===== src/rtl/cordic_pkg.sv =====
// Shared constants for the pipelined CORDIC: mode encoding and the arctangent
// table used to build each micro-rotation stage.
package cordic_pkg;

  localparam int   MAX_STAGES = 24;
  localparam logic MODE_ROT   = 1'b0;
  localparam logic MODE_VEC   = 1'b1;

  // atan(2^-k) scaled so that pi = 2^31, reduced to phase_w bits with rounding
  function automatic logic [31:0] atan_const(input logic [4:0] k, input int phase_w);
    logic [31:0] t;
    logic [32:0] r;
    case (k)
      5'd0:    t = 32'h2000_0000;
      5'd1:    t = 32'h12E4_051E;
      5'd2:    t = 32'h09FB_385B;
      5'd3:    t = 32'h0511_11D4;
      5'd4:    t = 32'h028B_0D43;
      5'd5:    t = 32'h0145_D7E1;
      5'd6:    t = 32'h00A2_F61E;
      5'd7:    t = 32'h0051_7C55;
      5'd8:    t = 32'h0028_BE53;
      5'd9:    t = 32'h0014_5F2F;
      5'd10:   t = 32'h000A_2F98;
      5'd11:   t = 32'h0005_17CC;
      5'd12:   t = 32'h0002_8BE6;
      5'd13:   t = 32'h0001_45F3;
      5'd14:   t = 32'h0000_A2F9;
      5'd15:   t = 32'h0000_517C;
      5'd16:   t = 32'h0000_28BE;
      5'd17:   t = 32'h0000_145F;
      5'd18:   t = 32'h0000_0A2F;
      5'd19:   t = 32'h0000_0517;
      5'd20:   t = 32'h0000_028B;
      5'd21:   t = 32'h0000_0145;
      5'd22:   t = 32'h0000_00A2;
      5'd23:   t = 32'h0000_0051;
      default: t = 32'h0000_0000;
    endcase
    r = {1'b0, t} + (33'd1 << (31 - phase_w));
    r = r >> (32 - phase_w);
    return r[31:0];
  endfunction

endpackage


===== src/rtl/cordic_stage.sv =====
// One registered CORDIC micro-rotation; the direction comes from the sign of z
// (rotation) or of y (vectoring), and the mode/valid tags ride along.
module cordic_stage
  import cordic_pkg::*;
#(
  parameter int                 W       = 21,
  parameter int                 PHASE_W = 20,
  parameter int                 SHIFT   = 0,
  parameter logic [PHASE_W-1:0] ATAN    = '0
) (
  input  logic                      clk,
  input  logic                      rst_n,
  input  logic                      valid_i,
  input  logic                      mode_i,
  input  logic signed [W-1:0]       x_i,
  input  logic signed [W-1:0]       y_i,
  input  logic        [PHASE_W-1:0] z_i,
  output logic                      valid_o,
  output logic                      mode_o,
  output logic signed [W-1:0]       x_o,
  output logic signed [W-1:0]       y_o,
  output logic        [PHASE_W-1:0] z_o
);

  logic                 dir_pos_s;
  logic signed [W-1:0]  x_sh_s, y_sh_s;
  logic signed [W-1:0]  x_d, y_d, x_q, y_q;
  logic [PHASE_W-1:0]   z_d, z_q;
  logic                 valid_q, mode_q;

  always_comb begin
    dir_pos_s = 1'b0;
    x_sh_s    = x_i >>> SHIFT;
    y_sh_s    = y_i >>> SHIFT;
    if (mode_i == MODE_VEC) begin
      dir_pos_s = y_i[W-1];
    end else begin
      dir_pos_s = ~z_i[PHASE_W-1];
    end
    if (dir_pos_s) begin
      x_d = x_i - y_sh_s;
      y_d = y_i + x_sh_s;
      z_d = z_i - ATAN;
    end else begin
      x_d = x_i + y_sh_s;
      y_d = y_i - x_sh_s;
      z_d = z_i + ATAN;
    end
  end

  always_ff @(posedge clk or negedge rst_n) begin
    if (!rst_n) begin
      valid_q <= 1'b0;
      mode_q  <= 1'b0;
      x_q     <= '0;
      y_q     <= '0;
      z_q     <= '0;
    end else begin
      valid_q <= valid_i;
      mode_q  <= mode_i;
      x_q     <= x_d;
      y_q     <= y_d;
      z_q     <= z_d;
    end
  end

  assign valid_o = valid_q;
  assign mode_o  = mode_q;
  assign x_o     = x_q;
  assign y_o     = y_q;
  assign z_o     = z_q;

endmodule


===== src/rtl/cordic_rotvec.sv =====
// Fully pipelined rotation/vectoring CORDIC: quadrant pre-rotation register,
// STAGES micro-rotations, then a rounding output register (latency STAGES+2).
module cordic_rotvec
  import cordic_pkg::*;
#(
  parameter  int IN_W    = 16,
  parameter  int PHASE_W = 20,
  parameter  int STAGES  = 17,
  parameter  int GUARD   = 3,
  localparam int OUT_W   = IN_W + 2
) (
  input  logic                      clk,
  input  logic                      rst_n,
  input  logic                      in_valid,
  input  logic                      mode,
  input  logic signed [IN_W-1:0]    i_in,
  input  logic signed [IN_W-1:0]    q_in,
  input  logic        [PHASE_W-1:0] phase_in,
  output logic                      out_valid,
  output logic                      mode_out,
  output logic signed [OUT_W-1:0]   iout,
  output logic signed [OUT_W-1:0]   qout,
  output logic        [PHASE_W-1:0] aout
);

  localparam int                  W     = IN_W + 2 + GUARD;
  localparam int                  RND_I = 32'sd1 << (GUARD - 1);
  localparam logic signed [W-1:0] RND   = RND_I[W-1:0];

  logic signed [W-1:0]  x_ext_s, y_ext_s;
  logic signed [W-1:0]  x0_d, y0_d, x0_q, y0_q;
  logic [PHASE_W-1:0]   z0_d, z0_q;
  logic                 v0_q, m0_q;

  logic signed [W-1:0]  x_s [STAGES+1];
  logic signed [W-1:0]  y_s [STAGES+1];
  logic [PHASE_W-1:0]   z_s [STAGES+1];
  logic                 v_s [STAGES+1];
  logic                 m_s [STAGES+1];

  logic signed [W-1:0]     x_rnd_s, y_rnd_s;
  logic                    is_zero_s;
  logic                    unused_s;
  logic signed [OUT_W-1:0] iout_d, qout_d, iout_q, qout_q;
  logic [PHASE_W-1:0]      aout_d, aout_q;
  logic                    valid_q, mode_q;

  // two-bit headroom makes negating the most negative input exact
  assign x_ext_s = {{2{i_in[IN_W-1]}}, i_in, {GUARD{1'b0}}};
  assign y_ext_s = {{2{q_in[IN_W-1]}}, q_in, {GUARD{1'b0}}};

  always_comb begin
    x0_d = x_ext_s;
    y0_d = y_ext_s;
    z0_d = phase_in;
    if (mode == MODE_VEC) begin
      if (i_in[IN_W-1]) begin
        x0_d = -x_ext_s;
        y0_d = -y_ext_s;
        z0_d = {1'b1, {(PHASE_W-1){1'b0}}};
      end else begin
        z0_d = '0;
      end
    end else begin
      if (phase_in[PHASE_W-1] ^ phase_in[PHASE_W-2]) begin
        x0_d = -x_ext_s;
        y0_d = -y_ext_s;
        z0_d = {~phase_in[PHASE_W-1], phase_in[PHASE_W-2:0]};
      end else begin
        z0_d = phase_in;
      end
    end
  end

  always_ff @(posedge clk or negedge rst_n) begin
    if (!rst_n) begin
      v0_q <= 1'b0;
      m0_q <= 1'b0;
      x0_q <= '0;
      y0_q <= '0;
      z0_q <= '0;
    end else begin
      v0_q <= in_valid;
      m0_q <= mode;
      x0_q <= x0_d;
      y0_q <= y0_d;
      z0_q <= z0_d;
    end
  end

  assign x_s[0] = x0_q;
  assign y_s[0] = y0_q;
  assign z_s[0] = z0_q;
  assign v_s[0] = v0_q;
  assign m_s[0] = m0_q;

  for (genvar k = 0; k < STAGES; k++) begin : g_stage
    localparam logic [31:0] ATAN32 = atan_const(5'(k), PHASE_W);
    cordic_stage #(
      .W       (W),
      .PHASE_W (PHASE_W),
      .SHIFT   (k),
      .ATAN    (ATAN32[PHASE_W-1:0])
    ) u_stage (
      .clk     (clk),
      .rst_n   (rst_n),
      .valid_i (v_s[k]),
      .mode_i  (m_s[k]),
      .x_i     (x_s[k]),
      .y_i     (y_s[k]),
      .z_i     (z_s[k]),
      .valid_o (v_s[k+1]),
      .mode_o  (m_s[k+1]),
      .x_o     (x_s[k+1]),
      .y_o     (y_s[k+1]),
      .z_o     (z_s[k+1])
    );
  end

  // a zero vector never moves, so its accumulated angle is meaningless and forced to 0
  always_comb begin
    x_rnd_s   = x_s[STAGES] + RND;
    y_rnd_s   = y_s[STAGES] + RND;
    is_zero_s = (x_s[STAGES] == '0) && (y_s[STAGES] == '0);
    iout_d    = x_rnd_s[W-1:GUARD];
    qout_d    = y_rnd_s[W-1:GUARD];
    if ((m_s[STAGES] == MODE_VEC) && !is_zero_s) begin
      aout_d = z_s[STAGES];
    end else begin
      aout_d = '0;
    end
  end

  assign unused_s = ^{x_rnd_s[GUARD-1:0], y_rnd_s[GUARD-1:0]};

  always_ff @(posedge clk or negedge rst_n) begin
    if (!rst_n) begin
      valid_q <= 1'b0;
      mode_q  <= 1'b0;
      iout_q  <= '0;
      qout_q  <= '0;
      aout_q  <= '0;
    end else begin
      valid_q <= v_s[STAGES];
      mode_q  <= m_s[STAGES];
      iout_q  <= iout_d;
      qout_q  <= qout_d;
      aout_q  <= aout_d;
    end
  end

  assign out_valid = valid_q;
  assign mode_out  = mode_q;
  assign iout      = iout_q;
  assign qout      = qout_q;
  assign aout      = aout_q;

endmodule


===== config.mk =====
export PLATFORM = sky130hd
export DESIGN_NAME = cordic_rotvec
export DESIGN_NICKNAME = d
export VERILOG_FILES = /design/src/rtl/cordic_pkg.sv /design/src/rtl/cordic_stage.sv /design/src/rtl/cordic_rotvec.sv
export SDC_FILE = /design/constraint.sdc
export NUM_CORES = 2
export LEC_CHECK = 0
export CAP_MARGIN = 20
export CORE_UTILIZATION = 65
export CTS_CLUSTER_SIZE = 20
export DETAILED_ROUTE_END_ITERATION = 8
export GPL_TIMING_DRIVEN = 0
export PLACE_DENSITY = 0.82
export SLEW_MARGIN = 25
export SYNTH_ARGS = -nofsm -noshare
export SYNTH_HDL_FRONTEND = slang
export SYNTH_SLANG_ARGS = --single-unit

===== constraint.sdc =====
create_clock -name clk -period 6.9 [get_ports clk]
set_input_delay 2.07 -clock clk [delete_from_list [all_inputs] [get_ports clk]]
set_output_delay 2.07 -clock clk [all_outputs]
set_load 0.1 [all_outputs]

* After elaboration in Yosys (flattened, before gate mapping)
Index checks and enable logic that the tools add are counted.
** Storage, ports and cells
- Output and inout port bits :: 58
- Input port bits :: 56
- Register bits :: 1210
- Logic and storage cells :: 302
** Operators by class
- Reductions and logical operators :: 5
- Bitwise logic cells :: 19
- $add $sub $neg :: 105
- Mux-type cells :: 78
** Operators by type and width (count)
- 21-bit 2-to-1 mux :: 40
- 20-bit 2-to-1 mux :: 21
- 21-bit by 10-bit adder with 21-bit output :: 2
- 21-bit by 11-bit adder with 21-bit output :: 2
- 21-bit by 12-bit adder with 21-bit output :: 2
- 21-bit by 13-bit adder with 21-bit output :: 2
- 21-bit by 14-bit adder with 21-bit output :: 2
- 21-bit by 15-bit adder with 21-bit output :: 2
- 21-bit by 16-bit adder with 21-bit output :: 2
- 21-bit by 17-bit adder with 21-bit output :: 2
- 21-bit by 18-bit adder with 21-bit output :: 2
- 21-bit by 19-bit adder with 21-bit output :: 2
- 21-bit by 20-bit adder with 21-bit output :: 2
- 21-bit by 4-bit adder with 21-bit output (second input constant) :: 2
- 21-bit by 5-bit adder with 21-bit output :: 2
- 21-bit by 6-bit adder with 21-bit output :: 2
- 21-bit by 7-bit adder with 21-bit output :: 2
- 21-bit by 8-bit adder with 21-bit output :: 2
- 21-bit by 9-bit adder with 21-bit output :: 2
- 21-bit zero test :: 2
- 19-bit negation with 21-bit output :: 2
- 21-bit by 10-bit subtractor with 21-bit output :: 2
- 21-bit by 11-bit subtractor with 21-bit output :: 2
- 21-bit by 12-bit subtractor with 21-bit output :: 2
- 54 further kinds :: 102

* Longest topological paths before layout
- Word-level depth :: 5
- Depth in mapped cells :: 17
- Depth with buffers taken out :: 17

* Cells and area by module
Synthesis repeated with hierarchy kept, for this count alone.
** Second synthesis, totals
- Cells, all modules :: 9796
- Area total of the unflattened synthesis :: 90977.3 um2
** Modules (own cells, without submodules)
- cordic_stage at g_stage[3].u_stage :: times used 1, cells each 561, area each 5266.3 um2, seq. area each 1601.5 um2
- cordic_stage at g_stage[10].u_stage :: times used 1, cells each 583, area each 5251.3 um2, seq. area each 1601.5 um2
- cordic_stage at g_stage[6].u_stage :: times used 1, cells each 569, area each 5216.3 um2, seq. area each 1601.5 um2
- cordic_stage at g_stage[15].u_stage :: times used 1, cells each 588, area each 5206.2 um2, seq. area each 1601.5 um2
- cordic_stage at g_stage[4].u_stage :: times used 1, cells each 547, area each 5172.5 um2, seq. area each 1601.5 um2
- cordic_stage at g_stage[11].u_stage :: times used 1, cells each 567, area each 5128.7 um2, seq. area each 1601.5 um2
- cordic_stage at g_stage[13].u_stage :: times used 1, cells each 560, area each 5102.4 um2, seq. area each 1601.5 um2
- cordic_stage at g_stage[2].u_stage :: times used 1, cells each 536, area each 5077.4 um2, seq. area each 1601.5 um2
- cordic_stage at g_stage[9].u_stage :: times used 1, cells each 559, area each 5067.4 um2, seq. area each 1601.5 um2
- cordic_stage at g_stage[1].u_stage :: times used 1, cells each 545, area each 5026.1 um2, seq. area each 1601.5 um2
- cordic_stage at g_stage[12].u_stage :: times used 1, cells each 550, area each 5011.1 um2, seq. area each 1601.5 um2
- cordic_stage at g_stage[14].u_stage :: times used 1, cells each 537, area each 5006.1 um2, seq. area each 1601.5 um2
- cordic_stage at g_stage[0].u_stage :: times used 1, cells each 566, area each 4993.5 um2, seq. area each 1576.5 um2
- cordic_stage at g_stage[8].u_stage :: times used 1, cells each 545, area each 4992.3 um2, seq. area each 1601.5 um2
- +4 rows

* Worst setup path before layout
OpenSTA, ideal clock, no wires.
- Path type :: reg2reg
- Start point :: register g_stage[14].u_stage.y_q[20]
- End point :: register g_stage[15].u_stage.y_q[17]
- Path buffers :: 2
- Cell stages (with the launch flop) :: 16
- Library setup time :: 0.071 ns
- Data required time :: 6.829 ns
- Period minus slack after synthesis :: 5.022 ns
- Data arrival time :: 4.952 ns
- Path slack :: 1.878 ns
- Cell sequence :: dfrtp_1 > buf_2 > clkinv_1 > a21oi_1 > clkinv_1 > clkbuf_1 > o21ai_0 > ha_1 > a21o_1 > a21o_1 > a2111oi_0 > o21bai_1 > a31o_2 > a21o_1 > or4_1 > nand4_1
** Between the ends
- Cells in the longest elaborated chain, start to end :: 2
** RTL lines
- from (decl) :: RTL line cordic_stage.sv:27 : logic signed [W-1:0] x_d, y_d, x_q, y_q;
- from (signal assigned) :: RTL line cordic_stage.sv:62 : y_q <= y_d;
- 1-bit 2-to-1 mux :: RTL line cordic_stage.sv:35 : if (mode_i == MODE_VEC) begin
- 21-bit 2-to-1 mux :: RTL line cordic_stage.sv:40 : if (dir_pos_s) begin
- via g_stage[15].u_stage.y_d[17] :: RTL line cordic_stage.sv:27
- to (signal assigned) :: RTL line cordic_stage.sv:62
- to (decl) :: RTL line cordic_stage.sv:27
The timed path passes the listed nets, and every way through them passes these cells.

* Worst setup path in the final report
- Start point :: register g_stage[1].u_stage.y_q[20]
- End point :: register g_stage[2].u_stage.y_q[20]
** Between the ends
- Cells in the longest elaborated chain, start to end :: 2
- Elaborated cells on any way between the ends :: 4
- Those cells by class :: 2 x add/sub; 2 x mux
** RTL lines
- from (decl) :: RTL line cordic_stage.sv:27
- from (signal assigned) :: RTL line cordic_stage.sv:62
- 21-bit by 19-bit subtractor with 21-bit output (tied with other cells) :: RTL line cordic_stage.sv:46 : y_d = y_i - x_sh_s;
- 21-bit 2-to-1 mux * :: RTL line cordic_stage.sv:40
- via g_stage[2].u_stage.y_d[20] :: RTL line cordic_stage.sv:27
- to (signal assigned) :: RTL line cordic_stage.sv:62
- to (decl) :: RTL line cordic_stage.sv:27
The timed path passes the listed nets; every way through them passes the cells marked *.

==> results.ini <==
[detailed_routing]
drtIter0Drc = 5252
vias = 69070
firstDrtPassIters = 7
detail_route.wl_per_cell_um = 19.14
drtAntennaViolNets = 0
drcViolationCount = 0
via_per_inst = 6.184
finalWirelength_mm = 213.8

[floorplan]
rows = 132
die_height_um = 364.5
die_x_um = 364.5
start_util_pct = 65.71
ioPinCount = 114
fp.coreArea_mm2 = 0.1300
die_area_mm2 = 0.1329

[critical_path]
crit_path_start_kind = flip-flop
r2r-start = g_stage[1].u_stage.y_o[20]
cp_max_fo = 18
cp-startpoint = g_stage[1].u_stage.y_o[20]
critPathKind = reg2reg
cp.required_ns = 7.55
crit_path_end_kind = flip-flop
cp.arrival_ns = 6.19

[place]
dp_slack_ns = 1.114
hpwl_mm = 166.3
gp_congestion = 0.9549
port_buffers = 113

[run_status]
status = finished, final reports clean

[clock_network]
cts_buffer_depth = 3
cts_resized = 0
cts-buffers-inserted = 134
cts_sinks = 1191
hold_buffers = 0
clkSlewWorstSetupHoldPaths_ns = 0.06
cts_tree = built
clock_latency_ns = 0.77
postCtsSetupBuffers = 0
htreeDepth = 4
cts_root_buffer = clkbuf_16

[finish]
diodes = 0
drive_above_1_share_pct = 3.702
fillers = 9476
final_nets = 10500
area_delta_synth_final_pct = 9.928

[logic_synthesis]
synthMostInstantiatedCell = dfrtp_1
synth_nets = 10240
yosys_most_used_dff = dfrtp_1
synth-seq-cells = 1191
syn_inst = 9053
async_flop_share_pct = 100.0
synth_warnings = 0
synth_seq_area_share_pct = 34.89
synth_edf_count = 0
yosysTopAreaCell = dfrtp_1
ys_top_cells_by_area = dfrtp_1, ha_1, xnor2_1, a21oi_1, xor2_1
synth_common_cells = dfrtp_1, ha_1, xnor2_1
avgSynthCellArea_um2 = 9.435
yosys.area.top_type_share_pct = 34.89
yosysUniqueCellTypes = 82
netlist_area_mm2 = 0.08541

[sta]
rsz0062_at_grt = false
hold_viol = 0
finalSetupViolCount = 0
worst_slew_pin_slew_ns = 1.113
setup_tns_ns = 0
finalMaxSlewViolations = 0
finalHoldWorstSlack_ns = 0.3406
fin_crit_ns = 5.543
layout_setup_ws_ns = 1.357
slew_headroom_pct = 25.60
fin_crit_sh_pct = 80.34
skew_ns = 0.02169
fmax_ghz = 0.1804

[min_path]
hold_path_class = reg2reg
hp-start = g_stage[6].u_stage.z_o[2]

[job]
cap_violations = 0

[grt]
track_usage_pct = 32.05
grt_antenna_before_repair = 1
grt_pass1_wl_mm = 344.5
grt_pass1_vias = 67620
grt_max_degree = 146
grt_overflow_total = 0

==> per-stage QoR <==
stage          util (%)  instances  instance area [µm²]
2_1_floorplan         -       9053                85410
3_3_place_gp      68.26      10910                88720
3_5_place_dp      68.58      10920                89140
4_1_cts           72.23      11170                93890
5_1_grt           72.24      11170                93890
6_report          72.24      11170                93890
==> worst paths after layout <==
check                                              end  slack, ns  cells past startpoint
min in group asynchronous  g_stage[16].u_stage.z_o[16]       1.20                      1
min reg2reg                  g_stage[7].u_stage.z_o[2]       0.34                      0
min                          g_stage[7].u_stage.z_o[2]       0.34                      0
max in group asynchronous   g_stage[5].u_stage.y_o[17]       2.07                      7
max                         g_stage[2].u_stage.y_o[20]       1.36                     16
max reg2reg                 g_stage[2].u_stage.y_o[20]       1.36                     16
==> state kept, by name, indices dropped and copies added (netlist names), 20 cells and up <==
signal	count
aout	20
g_stage.u_stage.x_o	352
g_stage.u_stage.y_o	349
g_stage.u_stage.z_o	340
z0_q	20
==> worst max-delay path: stages (launching register included) <==
cell and delay, ns:
dfrtp_1 0.33, clkbuf_1 0.57, nor2b_1 0.15, nor2_1 0.61, inv_1 0.18, clkbuf_1 0.49, o31ai_1 0.23, xnor2_1 0.15
ha_1 0.28, o21ai_0 0.32, a2111oi_0 0.17, o41ai_1 0.51, a21boi_0 0.31, or4_1 0.46, a31o_2 0.27, a31o_2 0.25
xnor2_1 0.13
==> layer usage <==
layer / wire (µm) / GRT usage, %
met5: 0 / 0
met4: 11170 / 16.21
met3: 12210 / 4.886
met2: 103100 / 54.88
met1: 87310 / 39.26
==> final cells by class <==
class | count | area, µm² | area share [%]
Timing Repair Buffer | 127 | 1490 | 1.587
Clock buffer | 191 | 3860 | 4.111
Buffer | 104 | 407.9 | 0.4344
Sequential cell | 1191 | 29800 | 31.74
Clock inverter | 57 | 885.9 | 0.9435
Multi-Input combinational cell | 7287 | 53500 | 56.98
Tap cell | 1742 | 2180 | 2.321
Inverter | 471 | 1768 | 1.883
==> cells by family (layout without fill, tap and decap cells) <==
group / Yosys count / after routing / synth area share (%)
simple gates: 2246 / 2246 / 12.76
flops: 1191 / 1191 / 34.89
compound gates: 2619 / 2619 / 19.49
buf+inv: 575 / 950 / 2.533
xor+xnor: 1245 / 1245 / 12.78
mux: 50 / 50 / 0.6167
fa+ha+maj: 1127 / 1127 / 16.93
==> layout by cell type, fill, tap and decap left out, types with 76 or more instances in the layout <==
cell and count:
a21o_1 357, a21oi_1 808, a31oi_1 96, and3_1 76, clkbuf_1 115, clkbuf_16 136, clkdlybuf4s50_1 112, dfrtp_1 1191
ha_1 1079, inv_1 464, nand2_1 538, nand2b_1 125, nand3_1 135, nor2_1 628, nor2b_1 144, nor3_1 234
o21a_1 134, o21ai_0 524, o21bai_1 112, o31ai_1 97, xnor2_1 847, xor2_1 397
Power is not shown: default switching activity piles up to over one toggle a cycle in this logic, so the estimate is an artifact.
